==> config.mk <==
export PLATFORM = sky130hd
export DESIGN_NAME = map_memory_controller_flat
export DESIGN_NICKNAME = d
export VERILOG_FILES = /design/src/rtl/map_memory_controller_pkg.sv /design/src/rtl/map_memory_controller_if.sv /design/src/rtl/map_memory_controller_ram_2r1w.sv /design/src/rtl/map_memory_controller.sv /design/src/flat_wrapper.sv
export SDC_FILE = /design/constraint.sdc
export NUM_CORES = 2
export LEC_CHECK = 0
export ABC_AREA = 1
export BUFFER_PORTS_ARGS = -buffer_cell sky130_fd_sc_hd__buf_2
export CAP_MARGIN = 15
export CORE_MARGIN = 1
export CORE_UTILIZATION = 50
export DETAILED_ROUTE_END_ITERATION = 6
export PLACE_DENSITY = 0.63
export SLEW_MARGIN = 20
export SYNTH_ARGS = -nofsm -noshare
export SYNTH_HDL_FRONTEND = slang
export SYNTH_SLANG_ARGS = --single-unit
==> constraint.sdc <==
create_clock -name clock_50 -period 19 [get_ports clock_50]
set_clock_uncertainty 0.05 [all_clocks]
set_input_delay 3.8 -clock clock_50 [delete_from_list [all_inputs] [get_ports clock_50]]
set_output_delay 3.8 -clock clock_50 [all_outputs]
set_load 0.02 [all_outputs]
==> src/rtl/map_memory_controller_pkg.sv <==
`default_nettype none
// ============================================================================
// Module      : pacman_map_pkg
// Description : Shared definitions for the Pacman tile-map store: default map
//               geometry, tile codes, controller state encoding and the
//               (x, y) -> linear address helper.
// Revision    : 1.0 - initial release
// ============================================================================
package pacman_map_pkg;

  localparam int DEF_MAP_W  = 21;
  localparam int DEF_MAP_H  = 21;
  localparam int DEF_DATA_W = 3;

  typedef enum logic [2:0] {
    TILE_EMPTY  = 3'd0,
    TILE_WALL   = 3'd1,
    TILE_PELLET = 3'd2,
    TILE_PACMAN = 3'd3,
    TILE_GHOST  = 3'd4
  } tile_e;

  typedef enum logic [0:0] {
    ST_INIT = 1'b0,
    ST_IDLE = 1'b1
  } map_state_e;

  // Row-major linear address. Callers narrow the result only after checking
  // the coordinates are in range, so the narrowing never loses bits.
  function automatic int unsigned coord_to_addr(input int unsigned x,
                                                input int unsigned y,
                                                input int unsigned map_w);
    return y * map_w + x;
  endfunction

endpackage
`default_nettype wire

==> src/rtl/map_memory_controller_if.sv <==
`default_nettype none
// ============================================================================
// Module      : map_memory_controller_if
// Description : Game-port and video-port signal bundle of the map controller.
//               master : game logic / renderer side (drives requests, coords)
//               slave  : the map controller
//   map_x/map_y/readwrite/req/sprite_data_in -> controller
//   sprite_data_out/ack/oob/busy             <- controller
//   vga_x/vga_y -> controller, vga_data_out  <- controller
// Revision    : 1.0 - initial release
// ============================================================================
interface map_memory_controller_if #(
  parameter int X_W    = 5,
  parameter int Y_W    = 5,
  parameter int DATA_W = 3
);
  logic [X_W-1:0]    map_x;
  logic [Y_W-1:0]    map_y;
  logic              readwrite;
  logic              req;
  logic [DATA_W-1:0] sprite_data_in;
  logic [DATA_W-1:0] sprite_data_out;
  logic              ack;
  logic              oob;
  logic              busy;
  logic [X_W-1:0]    vga_x;
  logic [Y_W-1:0]    vga_y;
  logic [DATA_W-1:0] vga_data_out;

  modport master (
    output map_x, map_y, readwrite, req, sprite_data_in, vga_x, vga_y,
    input  sprite_data_out, ack, oob, busy, vga_data_out
  );

  modport slave (
    input  map_x, map_y, readwrite, req, sprite_data_in, vga_x, vga_y,
    output sprite_data_out, ack, oob, busy, vga_data_out
  );
endinterface
`default_nettype wire

==> src/rtl/map_memory_controller_ram_2r1w.sv <==
`default_nettype none
// ============================================================================
// Module      : map_ram_2r1w
// Description : Simple dual-port RAM, one synchronous write port and two
//               registered read ports. Reads return the pre-write contents
//               on a same-address collision (read-before-write).
//   clk                       clock
//   we / waddr / wdata        write port
//   re_a / raddr_a / rdata_a  read port A (holds when re_a = 0)
//   raddr_b / rdata_b         read port B (reads every cycle)
// Revision    : 1.0 - initial release
// ============================================================================
module map_ram_2r1w #(
  parameter int DATA_W = 3,
  parameter int DEPTH  = 441,
  parameter int ADDR_W = $clog2(DEPTH)
) (
  input  wire logic              clk,
  input  wire logic              we,
  input  wire logic [ADDR_W-1:0] waddr,
  input  wire logic [DATA_W-1:0] wdata,
  input  wire logic              re_a,
  input  wire logic [ADDR_W-1:0] raddr_a,
  output logic      [DATA_W-1:0] rdata_a,
  input  wire logic [ADDR_W-1:0] raddr_b,
  output logic      [DATA_W-1:0] rdata_b
);

  logic [DATA_W-1:0] mem [DEPTH];

  always_ff @(posedge clk) begin
    if (we) begin
      mem[waddr] <= wdata;
    end
    if (re_a) begin
      rdata_a <= mem[raddr_a];
    end
    rdata_b <= mem[raddr_b];
  end

endmodule
`default_nettype wire

==> src/rtl/map_memory_controller.sv <==
`default_nettype none
// ============================================================================
// Module      : map_memory_controller
// Description : MAP_W x MAP_H tile-map store. After reset an init sweep writes
//               the default maze (walls on the border, pellets inside), one
//               cell per cycle. Then the game port serves handshaked single
//               cell reads/writes and the video port streams reads.
//   clock_50 : system clock, posedge
//   reset_n  : synchronous reset, ACTIVE-HIGH despite its name
//   bus      : game port (map_x, map_y, readwrite, req, sprite_data_in ->
//              sprite_data_out, ack, oob, busy) and video port
//              (vga_x, vga_y -> vga_data_out)
// Revision    : 1.0 - initial release
// ============================================================================
module map_memory_controller
  import pacman_map_pkg::*;
#(
  parameter int                MAP_W       = DEF_MAP_W,
  parameter int                MAP_H       = DEF_MAP_H,
  parameter int                DATA_W      = DEF_DATA_W,
  parameter int                X_W         = 5,
  parameter int                Y_W         = 5,
  parameter logic [DATA_W-1:0] BORDER_TILE = DATA_W'(TILE_WALL),
  parameter logic [DATA_W-1:0] FILL_TILE   = DATA_W'(TILE_PELLET)
) (
  input wire logic              clock_50,
  input wire logic              reset_n,
  map_memory_controller_if.slave bus
);

  localparam int                DEPTH     = MAP_W * MAP_H;
  localparam int                ADDR_W    = $clog2(DEPTH);
  localparam logic [ADDR_W-1:0] LAST_ADDR = ADDR_W'(DEPTH - 1);
  localparam logic [X_W-1:0]    X_LAST    = X_W'(MAP_W - 1);
  localparam logic [Y_W-1:0]    Y_LAST    = Y_W'(MAP_H - 1);
  // One extra bit so MAP_W == 2**X_W still compares correctly.
  localparam logic [X_W:0]      X_LIMIT   = (X_W + 1)'(MAP_W);
  localparam logic [Y_W:0]      Y_LIMIT   = (Y_W + 1)'(MAP_H);

  map_state_e        state, next_state;
  logic [ADDR_W-1:0] init_addr;
  logic [X_W-1:0]    init_x;
  logic [Y_W-1:0]    init_y;
  logic [DATA_W-1:0] init_tile;

  logic              game_in_range, vga_in_range;
  logic [ADDR_W-1:0] game_addr, vga_addr;
  logic              accept, game_rd;

  logic              ram_we;
  logic [ADDR_W-1:0] ram_waddr;
  logic [DATA_W-1:0] ram_wdata;
  logic [DATA_W-1:0] ram_q_game, ram_q_vga;

  logic              ack_q, oob_q;
  // Force-zero flags: let registered outputs read 0 after reset, out-of-range
  // reads and the init sweep without needing a reset on the RAM itself.
  logic              rd_zero, vga_zero;

  assign game_in_range = ({1'b0, bus.map_x} < X_LIMIT) && ({1'b0, bus.map_y} < Y_LIMIT);
  assign vga_in_range  = ({1'b0, bus.vga_x} < X_LIMIT) && ({1'b0, bus.vga_y} < Y_LIMIT);

  // Out-of-range coordinates are steered to address 0 so the RAM is never
  // indexed past DEPTH; their results are masked by the flags above.
  assign game_addr = game_in_range ?
      ADDR_W'(coord_to_addr(32'(bus.map_x), 32'(bus.map_y), MAP_W)) : '0;
  assign vga_addr  = vga_in_range ?
      ADDR_W'(coord_to_addr(32'(bus.vga_x), 32'(bus.vga_y), MAP_W)) : '0;

  assign init_tile = ((init_x == '0) || (init_x == X_LAST) ||
                      (init_y == '0) || (init_y == Y_LAST)) ? BORDER_TILE : FILL_TILE;

  assign game_rd = accept && !bus.readwrite && game_in_range;

  always_ff @(posedge clock_50) begin
    if (reset_n) begin
      state <= ST_INIT;
    end else begin
      state <= next_state;
    end
  end

  // Next state plus the write-port mux shared by the sweep and the game port.
  always_comb begin
    next_state = state;
    ram_we     = 1'b0;
    ram_waddr  = init_addr;
    ram_wdata  = init_tile;
    accept     = 1'b0;
    case (state)
      ST_INIT: begin
        ram_we = 1'b1;
        if (init_addr == LAST_ADDR) begin
          next_state = ST_IDLE;
        end
      end
      ST_IDLE: begin
        accept = bus.req;
        if (bus.req && bus.readwrite && game_in_range) begin
          ram_we    = 1'b1;
          ram_waddr = game_addr;
          ram_wdata = bus.sprite_data_in;
        end
      end
      default: next_state = ST_INIT;
    endcase
    // Nothing is written or accepted on a reset edge; the sweep that follows
    // rebuilds every cell anyway.
    if (reset_n) begin
      ram_we = 1'b0;
      accept = 1'b0;
    end
  end

  always_ff @(posedge clock_50) begin
    if (reset_n) begin
      init_addr <= '0;
      init_x    <= '0;
      init_y    <= '0;
      ack_q     <= 1'b0;
      oob_q     <= 1'b0;
      rd_zero   <= 1'b1;
      vga_zero  <= 1'b1;
    end else begin
      if (state == ST_INIT) begin
        init_addr <= init_addr + ADDR_W'(1);
        if (init_x == X_LAST) begin
          init_x <= '0;
          init_y <= init_y + Y_W'(1);
        end else begin
          init_x <= init_x + X_W'(1);
        end
      end
      ack_q <= accept;
      oob_q <= accept && !game_in_range;
      // Only reads touch the read-data view; writes leave it holding.
      if (accept && !bus.readwrite) begin
        rd_zero <= !game_in_range;
      end
      vga_zero <= (state != ST_IDLE) || !vga_in_range;
    end
  end

  map_ram_2r1w #(
    .DATA_W (DATA_W),
    .DEPTH  (DEPTH),
    .ADDR_W (ADDR_W)
  ) u_ram (
    .clk     (clock_50),
    .we      (ram_we),
    .waddr   (ram_waddr),
    .wdata   (ram_wdata),
    .re_a    (game_rd),
    .raddr_a (game_addr),
    .rdata_a (ram_q_game),
    .raddr_b (vga_addr),
    .rdata_b (ram_q_vga)
  );

  assign bus.sprite_data_out = rd_zero  ? '0 : ram_q_game;
  assign bus.vga_data_out    = vga_zero ? '0 : ram_q_vga;
  assign bus.ack             = ack_q;
  assign bus.oob             = oob_q;
  assign bus.busy            = (state == ST_INIT);

endmodule
`default_nettype wire

==> src/flat_wrapper.sv <==
// flat-port wrapper written by rule: the top's interface ports become plain ports
module map_memory_controller_flat import pacman_map_pkg::*;
#(
  parameter int                MAP_W       = DEF_MAP_W,
  parameter int                MAP_H       = DEF_MAP_H,
  parameter int                DATA_W      = DEF_DATA_W,
  parameter int                X_W         = 5,
  parameter int                Y_W         = 5,
  parameter logic [DATA_W-1:0] BORDER_TILE = DATA_W'(TILE_WALL),
  parameter logic [DATA_W-1:0] FILL_TILE   = DATA_W'(TILE_PELLET)
)
  (clock_50, reset_n, bus_map_x, bus_map_y, bus_readwrite, bus_req, bus_sprite_data_in, bus_vga_x, bus_vga_y, bus_sprite_data_out, bus_ack, bus_oob, bus_busy, bus_vga_data_out);
  map_memory_controller_if #(.X_W(X_W), .Y_W(Y_W), .DATA_W(DATA_W)) bus_i ();
  input wire logic clock_50;
  input wire logic reset_n;
  input wire logic [$bits(bus_i.map_x)-1:0] bus_map_x;
  input wire logic [$bits(bus_i.map_y)-1:0] bus_map_y;
  input wire logic [$bits(bus_i.readwrite)-1:0] bus_readwrite;
  input wire logic [$bits(bus_i.req)-1:0] bus_req;
  input wire logic [$bits(bus_i.sprite_data_in)-1:0] bus_sprite_data_in;
  input wire logic [$bits(bus_i.vga_x)-1:0] bus_vga_x;
  input wire logic [$bits(bus_i.vga_y)-1:0] bus_vga_y;
  output wire logic [$bits(bus_i.sprite_data_out)-1:0] bus_sprite_data_out;
  output wire logic [$bits(bus_i.ack)-1:0] bus_ack;
  output wire logic [$bits(bus_i.oob)-1:0] bus_oob;
  output wire logic [$bits(bus_i.busy)-1:0] bus_busy;
  output wire logic [$bits(bus_i.vga_data_out)-1:0] bus_vga_data_out;
  assign bus_i.map_x = bus_map_x;
  assign bus_i.map_y = bus_map_y;
  assign bus_i.readwrite = bus_readwrite;
  assign bus_i.req = bus_req;
  assign bus_i.sprite_data_in = bus_sprite_data_in;
  assign bus_i.vga_x = bus_vga_x;
  assign bus_i.vga_y = bus_vga_y;
  assign bus_sprite_data_out = bus_i.sprite_data_out;
  assign bus_ack = bus_i.ack;
  assign bus_oob = bus_i.oob;
  assign bus_busy = bus_i.busy;
  assign bus_vga_data_out = bus_i.vga_data_out;
  map_memory_controller #(.MAP_W(MAP_W), .MAP_H(MAP_H), .DATA_W(DATA_W), .X_W(X_W), .Y_W(Y_W), .BORDER_TILE(BORDER_TILE), .FILL_TILE(FILL_TILE)) u_core (.clock_50(clock_50), .reset_n(reset_n), .bus(bus_i));
endmodule
==> impl_metrics.json <==
{
  "outcome": "complete, no violations",
  "reg2reg_depth": 7,
  "port_buffers": 35,
  "worstPathRequired_ps": 19410,
  "ys_seq_area_share_pct": 53.9,
  "ys_dominant_reg_cell": "edfxtp_1",
  "first_pass_iters": 7,
  "dieWidth_um": 389,
  "rsz0062_at_grt": "no",
  "viasPerCell": 6.16,
  "cts_tree": "yes",
  "initialDrtViolationCount": 9977,
  "detail-route-antenna-nets": 0,
  "design.core.area_um2": 148000,
  "seqPwrFrac_pct": 41.7,
  "min_period_ps": 8820,
  "setup_viol": 0,
  "cts_max_path_buffers": 3,
  "synthToLayoutAreaGrowth_pct": 7.65,
  "cp-start-kind": "primary input",
  "grt_pass1_vias": 62400,
  "overflow": 0,
  "timing.final.hold_violations": 0,
  "wire_per_inst_um": 24.6,
  "switching_share_pct": 32.0,
  "ir_drop_mv": 0.100,
  "final_common_cell": "nand3_1",
  "slew_viol_final": 0,
  "power_switching_uw": 2490,
  "yosys.cell_types.count": 40,
  "r2r_end": "u_core.u_ram.mem[166][1]$_DFFE_PP_",
  "clkTransAtPathRegs_ps": 60,
  "synth-simple-area-share_pct": 28.7,
  "hold_end": "u_core.init_y[4]$_SDFFE_PP0P_",
  "path_class": "in -> reg",
  "fin_nets": 8642,
  "die_area_um2": 151000,
  "synth-edff-count": 1326,
  "clkPwrFrac_pct": 36.9,
  "synth_area_leader_cell": "edfxtp_1",
  "clk_latency_ps": 810,
  "r2r_slack_ps": 13920,
  "via_count": 65300,
  "grt_usage_pct": 34.0,
  "grt_pass1_wl_um": 388000,
  "die_y_um": 389,
  "io_pins": 36,
  "syn_nets": 9014,
  "synthAdderAreaFrac_pct": 1.12,
  "holdCritStartpoint": "u_core.init_y[4]$_SDFFE_PP0P_",
  "maxCapViolCount": 0,
  "async_flop_share_pct": 0,
  "cts_buffers": 150,
  "tightest_slew_ps": 1340,
  "maxSlewHeadroom_pct": 10.9,
  "endpoint_kind": "flop",
  "synth-seq-cells": 1353,
  "p_int_uw": 5280,
  "post_cts_buffers": 0,
  "min_period_over_period_pct": 46.4,
  "yosys-top-cells-area": "edfxtp_1 (53%), nand3_1 (14%), nand2_1 (10%), inv_1 (6.4%), o211ai_1 (3.7%)",
  "reg2reg_from": "u_core.state$_SDFF_PP0_",
  "initial_core_util_pct": 50.5,
  "synth_compound_area_share_pct": 5.89,
  "synth_warnings": 0,
  "syn_inst": 8925,
  "syn-cell-area_um2": 74800,
  "tns_ps": 0,
  "antenna_found_initial": 2,
  "grt_max_degree": 235,
  "drive_gt1_share_pct": 5.19,
  "drc": 0,
  "hold_depth": 2,
  "postLayoutCoreUtil_pct": 54.4,
  "synth_mux_area_share_pct": 0,
  "cts.sinks": 1353,
  "synth_top_family_by_area": "simple AND/OR/NAND/NOR gates",
  "p_per_area_nw_per_um2": 96.4,
  "cts_hold_buf": 0,
  "syn_avg_cell_area_um2": 8.38,
  "wirelength_um": 261000,
  "synth_xor_area_share_pct": 0.0936,
  "dpl.hpwl_um": 140000,
  "cp_max_fo": 81,
  "htreeDepth": 4,
  "synth_top_area_share_pct": 53.2,
  "cts_resized": 0,
  "cts_root_buffer": "clkbuf_16",
  "cp_data_arrival_time_ps": 9240,
  "leakagePower_uw": 0.0337,
  "hold_path_class": "reg -> reg",
  "max_freq_mhz": 113,
  "p_comb_share_pct": 21.4,
  "gp_congestion": 0.911,
  "num_rows": 141,
  "layout_common_cells": "nand3_1 (2,062), nand2_1 (2,022), edfxtp_1 (1,326)"
}
[state kept, by name, indices dropped and copies added, names as in the netlist]
| signal | count |
|---|---|
| u_core.u_ram.mem | 1323 |
| u_core.state | 1 |
| u_core.init_y | 5 |
| u_core.init_addr | 9 |
| u_core.init_x | 5 |
| u_core.bus.oob | 1 |
| u_core.bus.ack | 1 |
| u_core.rd_zero | 1 |
| u_core.vga_zero | 1 |
| u_core.u_ram.rdata_a | 3 |
| u_core.u_ram.rdata_b | 3 |
[cells by family (layout without fill, tap and decap cells)]
logic type | count (synthesis) | count (layout)
AOI/OAI and AO/OA | 681 | 681
xor gates and xnor gates | 8 | 8
adders and majority gates | 62 | 62
buffers and inverters | 1957 | 1706
DFF | 1353 | 1353
other | 0 | 2
and+or+nand+nor | 4864 | 4864
[stage by stage]
| stage | hold WS [ps] | total power (µW) | std cells | cell area, µm² | worst slack [ps] |
|---|---|---|---|---|---|
| after floorplan | 400 | 4270 | 8925 | 74800 | 1960 |
| after global routing | 458 | 7960 | 10600 | 80600 | 9920 |
| after global placement | 417 | 4870 | 10300 | 75800 | 9470 |
| after detailed placement | 433 | 4880 | 10300 | 75800 | 9450 |
| after CTS | 440 | 7710 | 10600 | 80600 | 10290 |
| final | 436 | 7760 | 10600 | 80600 | 10180 |
[cell usage after synthesis, types with 9 or more instances]
cell and number:
nand2_1 2031, dfxtp_1 27, nor2_2 15, edfxtp_1 1326, nand4_1 168, o21ai_0 174, nor2_1 528, nand2_2 22
inv_1 1282, clkbuf_1 357, a21oi_1 117, nand3_1 2068, buf_1 72, buf_2 229, o211ai_1 367, nor3_1 9
ha_1 54
[how the worst max path moves through the flow]
| stage | depth (start not counted) | startpoint | end |
|---|---|---|---|
| 2_1_floorplan | 8 | bus_map_x[1] | u_core.u_ram.mem[0][2]$_DFFE_PP_ |
| 3_3_place_gp | 13 | bus_map_y[0] | u_core.u_ram.mem[164][1]$_DFFE_PP_ |
| 3_5_place_dp | 13 | bus_map_y[0] | u_core.u_ram.mem[164][1]$_DFFE_PP_ |
| 4_1_cts | 13 | bus_map_y[0] | u_core.u_ram.mem[166][1]$_DFFE_PP_ |
| 5_1_grt | 12 | bus_map_y[0] | u_core.u_ram.mem[146][1]$_DFFE_PP_ |
| 6_report | 13 | bus_map_y[0] | u_core.u_ram.mem[166][1]$_DFFE_PP_ |
[worst max-delay path: stages]
cell,delay (ps)
buf_2,140
o21ai_1,140
nand2_1,100
nand2_4,630
nand2_4,260
nor3_2,200
nand2_1,550
inv_2,290
nand2_1,120
nand2_4,470
buf_4,790
buf_4,800
buf_4,800
[cell type report]
type                            count  area [µm²]
Sequential cell                  1353       40400
Timing Repair Buffer              139        1110
Clock buffer                      183        4010
Fill cell                       13500       67600
Tap cell                         1930        2410
Inverter                         1294        4880
Multi-Input combinational cell   5615       27000
Clock inverter                     90         764
Antenna cell                        2        5.00
[power groups by stage]
stage          Combinational (µW)  Clock (µW)  Sequential, µW
3_3_place_gp                 1580           0            3300
5_1_grt                      1740        2990            3230
2_1_floorplan                 971           0            3300
3_5_place_dp                 1580           0            3300
4_1_cts                      1590        2880            3240
6_report                     1670        2860            3240
[metal layers]
layer  routed length (µm)  vias to the layer above  GRT usage (%)
li1                     -                    29300              -
met1                99600                    30900           44.5
met2               116000                     4393           52.8
met3                32700                      766           8.13
met4                13100                        0           16.9
met5                    0                        -              0
Power figures use the tool's default switching activity.
